$ cat config.mk
export PLATFORM = sky130hd
export DESIGN_NAME = cw_tx_sequencer
export DESIGN_NICKNAME = d
export VERILOG_FILES = /design/src/rtl/cw_tx_sequencer.sv
export SDC_FILE = /design/constraint.sdc
export NUM_CORES = 1
export LEC_CHECK = 0
export BUFFER_PORTS_ARGS = -buffer_cell sky130_fd_sc_hd__clkbuf_2
export CAP_MARGIN = 20
export CORE_ASPECT_RATIO = 2
export CORE_UTILIZATION = 57
export DETAILED_ROUTE_END_ITERATION = 10
export PLACE_DENSITY = 0.81
export SETUP_SLACK_MARGIN = 0.3
export SYNTH_ARGS = -nofsm -noshare
export SYNTH_HDL_FRONTEND = slang
export SYNTH_SLANG_ARGS = --single-unit
export TNS_END_PERCENT = 100
$ cat constraint.sdc
create_clock -name IF_clk -period 4.5 [get_ports IF_clk]
set_input_delay 0.45 -clock IF_clk [delete_from_list [all_inputs] [get_ports IF_clk]]
set_output_delay 0.45 -clock IF_clk [all_outputs]
set_load 0.005 [all_outputs]
$ cat src/rtl/cw_tx_sequencer.sv
// -----------------------------------------------------------------------------
// cw_tx_sequencer
// Purpose : CW transmit sequencer. Raises PTT, waits a lead delay, keys the
//           carrier while the keyer requests it, then holds PTT for a hang
//           time after the last element. A host PTT request can hold the
//           transmitter up without keying. tx_inhibit aborts everything.
// Ports   :
//   IF_clk      in   sole clock
//   IF_rst      in   asynchronous reset, active-high
//   tick_1ms    in   one-cycle strobe every 1 ms
//   cw_key_req  in   keyer element request
//   host_ptt    in   host/voice PTT request
//   tx_inhibit  in   abort/forbid transmit, highest priority
//   ptt_delay   in   ms between PTT rise and first key-down
//   hang_time   in   ms PTT is held after last key-up
//   ptt_out     out  T/R relay drive
//   cw_key_out  out  carrier key
//   txen_start  out  one-cycle pulse when ptt_out rises
//   txen_end    out  one-cycle pulse when ptt_out falls
//   state_o     out  current state encoding
//   elem_count  out  saturating count of key-down transitions
// -----------------------------------------------------------------------------
module cw_tx_sequencer #(
    parameter int unsigned CNT_W  = 10,
    parameter int unsigned ELEM_W = 16
) (
    input  logic              IF_clk,
    input  logic              IF_rst,
    input  logic              tick_1ms,
    input  logic              cw_key_req,
    input  logic              host_ptt,
    input  logic              tx_inhibit,
    input  logic [7:0]        ptt_delay,
    input  logic [9:0]        hang_time,
    output logic              ptt_out,
    output logic              cw_key_out,
    output logic              txen_start,
    output logic              txen_end,
    output logic [2:0]        state_o,
    output logic [ELEM_W-1:0] elem_count
);

    localparam logic [2:0] S_IDLE  = 3'd0;
    localparam logic [2:0] S_LEAD  = 3'd1;
    localparam logic [2:0] S_KEYED = 3'd2;
    localparam logic [2:0] S_HANG  = 3'd3;
    localparam logic [2:0] S_HOST  = 3'd4;

    // Comparison width covers the counter and the widest threshold input.
    localparam int unsigned CMP_W = ((CNT_W > 10) ? CNT_W : 10) + 1;

    logic [2:0]        r_state;
    logic [CNT_W-1:0]  r_cnt;
    logic [ELEM_W-1:0] r_elem;
    logic              r_ptt;
    logic              r_key;
    logic              r_start;
    logic              r_end;

    logic [2:0]        w_next;
    logic [CNT_W-1:0]  w_cnt_inc;
    logic              w_lead_exp;
    logic              w_hang_exp;
    logic              w_next_ptt;

    // Saturating counter increment and timer expiry decisions.
    // ">=" lets a threshold lowered below the running count expire at the next tick.
    always_comb begin
        w_cnt_inc  = (&r_cnt) ? r_cnt : (r_cnt + CNT_W'(1));
        w_lead_exp = (ptt_delay == 8'd0) ||
                     (tick_1ms && (CMP_W'(w_cnt_inc) >= CMP_W'(ptt_delay)));
        w_hang_exp = (hang_time == 10'd0) ||
                     (tick_1ms && (CMP_W'(w_cnt_inc) >= CMP_W'(hang_time)));
    end

    // Next-state logic; priority is inhibit, key request, host PTT, timer.
    always_comb begin
        w_next = S_IDLE;
        if (tx_inhibit) begin
            w_next = S_IDLE;
        end else begin
            case (r_state)
                S_IDLE: begin
                    if (cw_key_req)    w_next = S_LEAD;
                    else if (host_ptt) w_next = S_HOST;
                    else               w_next = S_IDLE;
                end
                S_LEAD: begin
                    if (!cw_key_req)     w_next = S_HANG;
                    else if (w_lead_exp) w_next = S_KEYED;
                    else                 w_next = S_LEAD;
                end
                S_KEYED: begin
                    if (!cw_key_req) w_next = S_HANG;
                    else             w_next = S_KEYED;
                end
                S_HANG: begin
                    if (cw_key_req)      w_next = S_KEYED;
                    else if (w_hang_exp) w_next = host_ptt ? S_HOST : S_IDLE;
                    else                 w_next = S_HANG;
                end
                S_HOST: begin
                    if (cw_key_req)     w_next = S_KEYED;
                    else if (!host_ptt) w_next = S_IDLE;
                    else                w_next = S_HOST;
                end
                default: w_next = S_IDLE;
            endcase
        end
    end

    // PTT is asserted in every valid non-idle state.
    always_comb begin
        w_next_ptt = 1'b0;
        case (w_next)
            S_LEAD, S_KEYED, S_HANG, S_HOST: w_next_ptt = 1'b1;
            default:                         w_next_ptt = 1'b0;
        endcase
    end

    // State register.
    always_ff @(posedge IF_clk or posedge IF_rst) begin
        if (IF_rst) r_state <= S_IDLE;
        else        r_state <= w_next;
    end

    // ms counter: cleared on every state change, counts ticks in LEAD and HANG.
    always_ff @(posedge IF_clk or posedge IF_rst) begin
        if (IF_rst) begin
            r_cnt <= '0;
        end else if (w_next != r_state) begin
            r_cnt <= '0;
        end else if (tick_1ms && ((r_state == S_LEAD) || (r_state == S_HANG))) begin
            r_cnt <= w_cnt_inc;
        end
    end

    // Key-down counter, saturating at all-ones.
    always_ff @(posedge IF_clk or posedge IF_rst) begin
        if (IF_rst) begin
            r_elem <= '0;
        end else if ((w_next == S_KEYED) && (r_state != S_KEYED) && !(&r_elem)) begin
            r_elem <= r_elem + ELEM_W'(1);
        end
    end

    // Registered outputs, derived from the next state so they line up with state_o.
    always_ff @(posedge IF_clk or posedge IF_rst) begin
        if (IF_rst) begin
            r_ptt   <= 1'b0;
            r_key   <= 1'b0;
            r_start <= 1'b0;
            r_end   <= 1'b0;
        end else begin
            r_ptt   <= w_next_ptt;
            r_key   <= (w_next == S_KEYED);
            r_start <= w_next_ptt & ~r_ptt;
            r_end   <= ~w_next_ptt & r_ptt;
        end
    end

    assign ptt_out    = r_ptt;
    assign cw_key_out = r_key;
    assign txen_start = r_start;
    assign txen_end   = r_end;
    assign state_o    = r_state;
    assign elem_count = r_elem;

endmodule

---- Word level (Yosys, flattened, before mapping) ----
Cells that the tools add are included.
storage, ports and cells
  register bits after elaboration ......... 33
  bits of input ports ..................... 24
  output and inout bits ................... 23
  logic and storage cells ................. 55
operators by class
  add/subtract/negate cells ............... 2
  order comparisons ....................... 2
  equality and inequality tests ........... 10
  muxes and demuxes ....................... 14
  bitwise gates (word level) .............. 4
  reductions and logical operators ........ 16
operator list
  operator                 count
  $mux W10                 3
  $mux W3                  6
  $add A16 B1 Y16 const B  1
  $reduce_and A16 Y1       1
  $pmux W3 S5              1
  $eq A3 B2 Y1 const B     4
  $add A10 B1 Y10 const B  1
  $ge A10 B10 Y1           1
  $ge A10 B8 Y1            1
  $logic_not A10 Y1        1
  $reduce_and A10 Y1       1
  $logic_not A8 Y1         1
  $eq A3 B1 Y1 const B     2
  $eq A3 B3 Y1 const B     2
  $logic_and A1 B1 Y1      5
  $mux W2                  2
  $reduce_or A4 Y1         1
  $logic_not A3 Y1         1
  $logic_or A1 B1 Y1       3
  $ne A3 B2 Y1 const B     1
  $ne A3 B3 Y1             1
  $and A1 B1 Y1            2
  $mux W1                  2
  $not A1 Y1               2
  other kinds (2)          2

---- Depth between registers and ports, before layout ----
  word-level depth ........................ 14
  mapped depth ............................ 16
  mapped depth without buffers ............ 13

---- Worst setup path before layout ----
OpenSTA, ideal clock, no wires.
  kind .................................... reg2reg
  from .................................... reg r_cnt[0]
  to ...................................... reg r_elem[1], in the netlist elem_count[1]
  library setup time ...................... 0.128 ns
  arrival ................................. 3.368 ns
  data required time ...................... 4.372 ns
  slack ................................... 1.005 ns
  cell stages (with the launch flop) ...... 16
  buffers on the path ..................... 2
  clock period less this slack ............ 3.495 ns
  path through ............................ dfrtp_1 -> ha_1 -> nand4_2 -> or3_1 -> clkbuf_1 -> nand2_1 -> xnor2_1 -> ha_1 -> a211o_1 -> a21oi_1 -> a211oi_1 -> o21bai_1 -> a211o_1 -> buf_6 -> nor4b_4 -> mux2_1
between the ends
  word-level cells in the longest chain between the ends .. 12
  elaborated cells between the ends (all ways) .. 18
  classes of those cells .................. add/sub: 1; order compare: 2; eq/ne: 1; mux: 7; reduce/logical: 7
RTL lines
  item                                                          RTL line  RTL
  start: declaration                                            53        logic [CNT_W-1:0] r_cnt;
  start signal: assignment                                      134       r_cnt <= w_cnt_inc;
  $add A10 B1 Y10 / $reduce_and A10 Y1 (equally long branches)  69        w_cnt_inc = (&r_cnt) ? r_cnt : (r_cnt + CNT_W'(1));
  $mux W10 *                                                    69
  $ge A10 B10 Y1 / $ge A10 B8 Y1 (equally long branches)        73, 71
  $logic_and A1 B1 Y1, on equally long branches                 73, 71
  $logic_or A1 B1 Y1, on equally long branches                  72, 70
  $mux W3 / $mux W2 (equally long branches)                     99, 90
  $mux W3 / $mux W2 (equally long branches)                     98, 89
  $pmux W3 S5 *                                                 82        case (r_state)
  $mux W3 *                                                     79        if (tx_inhibit) begin
  $eq A3 B2 Y1 *                                                142       end else if ((w_next == S_KEYED) && (r_state != S_KEYED) && !(&r_elem)) begin
  $logic_and A1 B1 Y1 * (2 in series)                           142
  end signal: assignment                                        143       r_elem <= r_elem + ELEM_W'(1);
  end: declaration                                              54        logic [ELEM_W-1:0] r_elem;
Mark *: on every way between the ends. The rest lies on a longest branch, timed or not.
A chain may end at the register's enable or synchronous reset.

---- Final worst setup path ----
Same ends and word-level chain as after synthesis.

==> flow_metrics.env <==
export IMPL_cp_end_kind="flop"
export IMPL_grt_util_met1_pct=24.92
export IMPL_path_delay_family="simple AND/OR/NAND/NOR gates"
export IMPL_worstRegToRegCells=13
export IMPL_cts_buffers=5
export IMPL_ys_seq_area_share_pct=30.97
export IMPL_place_ws_ns=0.4217
export IMPL_busiest_layer="met2"
export IMPL_die_h_um=98.72
export IMPL_cp_cell_sequence="ha_1 -> nand4_2 -> or3_1 -> nand2_1 -> xnor2_1 -> ha_1 -> a211o_1 -> a21oi_1 -> a211oi_2 -> o21bai_1 -> a211o_2 -> nor4b_4 -> mux2_1"
export IMPL_grt_met2_usage_pct=54.77
export IMPL_grt_pass1_wl_um=10540
export IMPL_regToRegEndpoint="elem_count[1]$_DFFE_PP0P_"
export IMPL_worst_slew_pin_slew_ns=0.9654
export IMPL_grtUsageMet3_pct=3.241
export IMPL_cp_slowest_cell="a211o_2"
export IMPL_cp_startpoint="r_cnt[0]$_DFFE_PP0P_"
export IMPL_grt_max_degree=34
export IMPL_period_minus_slack_ns=3.873
export IMPL_synth_cell_types=58
export IMPL_clkSlewWorstSetupHoldPaths_ns=0.07
export IMPL_vias=2381
export IMPL_crit_required_ns=4.67
export IMPL_nNetsFinal=376
export IMPL_pin_count=47
export IMPL_gp_congestion=0.8308
export IMPL_cts_root_buf="clkbuf_8"
export IMPL_slew_headroom_pct=35.64
export IMPL_synth_edf_count=0
export IMPL_timing_fmax_ghz=0.2582
export IMPL_ys_async_sr_fraction_pct=100.0
export IMPL_synth_nets=331
export IMPL_drtAntennaViolNets=0
export IMPL_gr_total_overflow=0
export IMPL_layout_setup_ws_ns=0.6274
export IMPL_cp_common_cell="ha_1"
export IMPL_netlist_area_um2=2666
export IMPL_final_hold_viol_count=0
export IMPL_port_buffers=46
export IMPL_crit_type="reg -> reg"
export IMPL_p_leak_uw=0.001520
export IMPL_drt_initial_drc_count=50
export IMPL_wl_um=6489
export IMPL_cp_max_fo=17
export IMPL_setup_viol=0
export IMPL_drc_errors=0
export IMPL_mostFrequentLayoutCells="clkbuf_2, dfrtp_1, nand2_1"
export IMPL_peakVddDrop_v=0.0002983
export IMPL_insertion_delay_ns=0.29
export IMPL_cts_tree="done"
export IMPL_htreeDepth=2
export IMPL_start_util_pct=60.27
export IMPL_fin_crit_sh_pct=86.06
export IMPL_rsz0062_at_grt="false"
export IMPL_hp_class="in -> async"
export IMPL_grt_pass1_vias=2422
export IMPL_crit_buf_inv=0
export IMPL_maxSlewViolCount=0
export IMPL_dp_cells=379
export IMPL_dr_pass1_iters=4
export IMPL_fp_row_count=34
export IMPL_via_per_inst=6.152
export IMPL_clock_sinks=33
export IMPL_instances_no_fill=387
export IMPL_rrSetupSlack_ns=0.63
export IMPL_synth_seq_cells=33
export IMPL_avgRoutedWirePerCell_um=16.77
export IMPL_stdcell_area_um2=3007
export IMPL_diodes=0
export IMPL_synth_area_per_cell_um2=9.290
export IMPL_dp_hpwl_um=5099
export IMPL_postCtsSetupRepairBufs=0
export IMPL_synth_cells=287
export IMPL_cts_buffer_depth=2
export IMPL_postPlaceCellArea_um2=2914
export IMPL_chipWidth_um=50.36
export IMPL_areaGrowthSynthToFinish_pct=12.76
export IMPL_core_um2=4424
export IMPL_fillCellCount=377
export IMPL_power_density_nw_per_um2=294.9
export IMPL_mostFrequentLayoutCell="clkbuf_2"
export IMPL_track_usage_pct=27.87
export IMPL_arrival_ns=4.04
export IMPL_setup_tns_ns=0
export IMPL_rr_startpoint="r_cnt[0]$_DFFE_PP0P_"
export IMPL_max_stage_delay_ns=0.50
export IMPL_fin_util_pct=67.96
export IMPL_status="finished, final reports clean"
export IMPL_antenna_found_initial=0
export IMPL_die_area_um2=4972
export IMPL_maxCapViolCount=0
export IMPL_drive_gt1_share_pct=25.53
export IMPL_start_kind="flop"
export IMPL_ys_warn_count=0
export IMPL_skew_ns=0.006180
export IMPL_synth_main_ff_cell="dfrtp_1"
==> area by class of cell <==
class	instances	area (µm²)	share of cell area, %
Timing Repair Buffer	48	245.2	8.156
Clock buffer	5	68.82	2.289
Clock inverter	3	17.52	0.5826
Inverter	22	82.58	2.747
Multi-Input combinational cell	222	1699	56.51
Tap cell	54	67.56	2.247
Sequential cell	33	825.8	27.47
==> routing by layer <==
metal / part of all wire [%] / vias up
met2: 57 / 67
met5: 0 / -
li1: - / 1133
met4: 5.9 / 0
met1: 35 / 1153
met3: 2.4 / 28
==> worst max-delay path by stage <==
stage                                end  slack (ns)  cells after the start
6_report       elem_count[1]$_DFFE_PP0P_        0.63                     13
5_1_grt        elem_count[1]$_DFFE_PP0P_        0.44                     13
4_1_cts        elem_count[1]$_DFFE_PP0P_        0.40                     13
3_5_place_dp   elem_count[1]$_DFFE_PP0P_        0.42                     13
3_3_place_gp   elem_count[1]$_DFFE_PP0P_        0.55                     13
2_1_floorplan  elem_count[1]$_DFFE_PP0P_        1.00                     15
==> stage by stage <==
stage	hold WS (ns)	power (µW)
2_1_floorplan	0.4770	577.3
3_3_place_gp	0.4731	658.7
3_5_place_dp	0.4825	667.8
4_1_cts	0.2280	890.4
5_1_grt	0.2693	930.6
6_report	0.2173	886.6
==> registers in the layout, summed over array words and instances (netlist names) <==
register,count
elem_count,16
r_cnt,10
state_o,3
cw_key_out,1
ptt_out,1
txen_end,1
txen_start,1
==> synthesized netlist by cell type, drive strengths merged, types with 3 or more instances <==
cell    count  area [µm²]
dfrtp      33       825.8
nand2      29       108.9
inv        22       82.58
ha         20       250.2
nor4       19       220.2
nor3       16       80.08
xor2       16       140.1
nand3      13       65.06
nor2       12       45.04
and3        9       56.30
o21ai       9       45.04
xnor2       9       78.83
buf         8       57.55
nand4       8       56.30
a21oi       5       28.78
mux2        5       56.30
o21a        5       37.54
a211o       4       35.03
and2        4       27.53
o211ai      4       30.03
a211oi      3       22.52
nand2b      3       18.77
==> repair_timing <==
item,in CTS,in global routing
resized for setup,0,2
endpoints found under the setup margin,0,12
hold buffers,0,0
==> report_power, final <==
part | switching [µW] | internal (µW)
logic | 171 | 115
registers | 51.6 | 329
clock network | 113 | 107
total | 336 | 551
==> kinds of logic after synthesis <==
| logic type | count (synthesis) | share of synthesized area [%] |
|---|---|---|
| multiplexers | 6 | 2.487 |
| buffers and inverters | 32 | 5.537 |
| adder cells (fa/ha/maj) | 20 | 9.385 |
| XOR/XNOR | 25 | 8.212 |
| AO/OA/AOI/OAI | 45 | 13.47 |
| AND/OR/NAND/NOR | 126 | 29.94 |
| flip-flops | 33 | 30.97 |
==> worst reg2reg max path, stage by stage, from the launching register on <==
cell,delay (ns)
dfrtp_1,0.43
ha_1,0.26
nand4_2,0.17
or3_1,0.48
nand2_1,0.12
xnor2_1,0.21
ha_1,0.26
a211o_1,0.13
a21oi_1,0.04
a211oi_2,0.28
o21bai_1,0.14
a211o_2,0.50
nor4b_4,0.38
mux2_1,0.35
(Power assumes the default switching activity.)
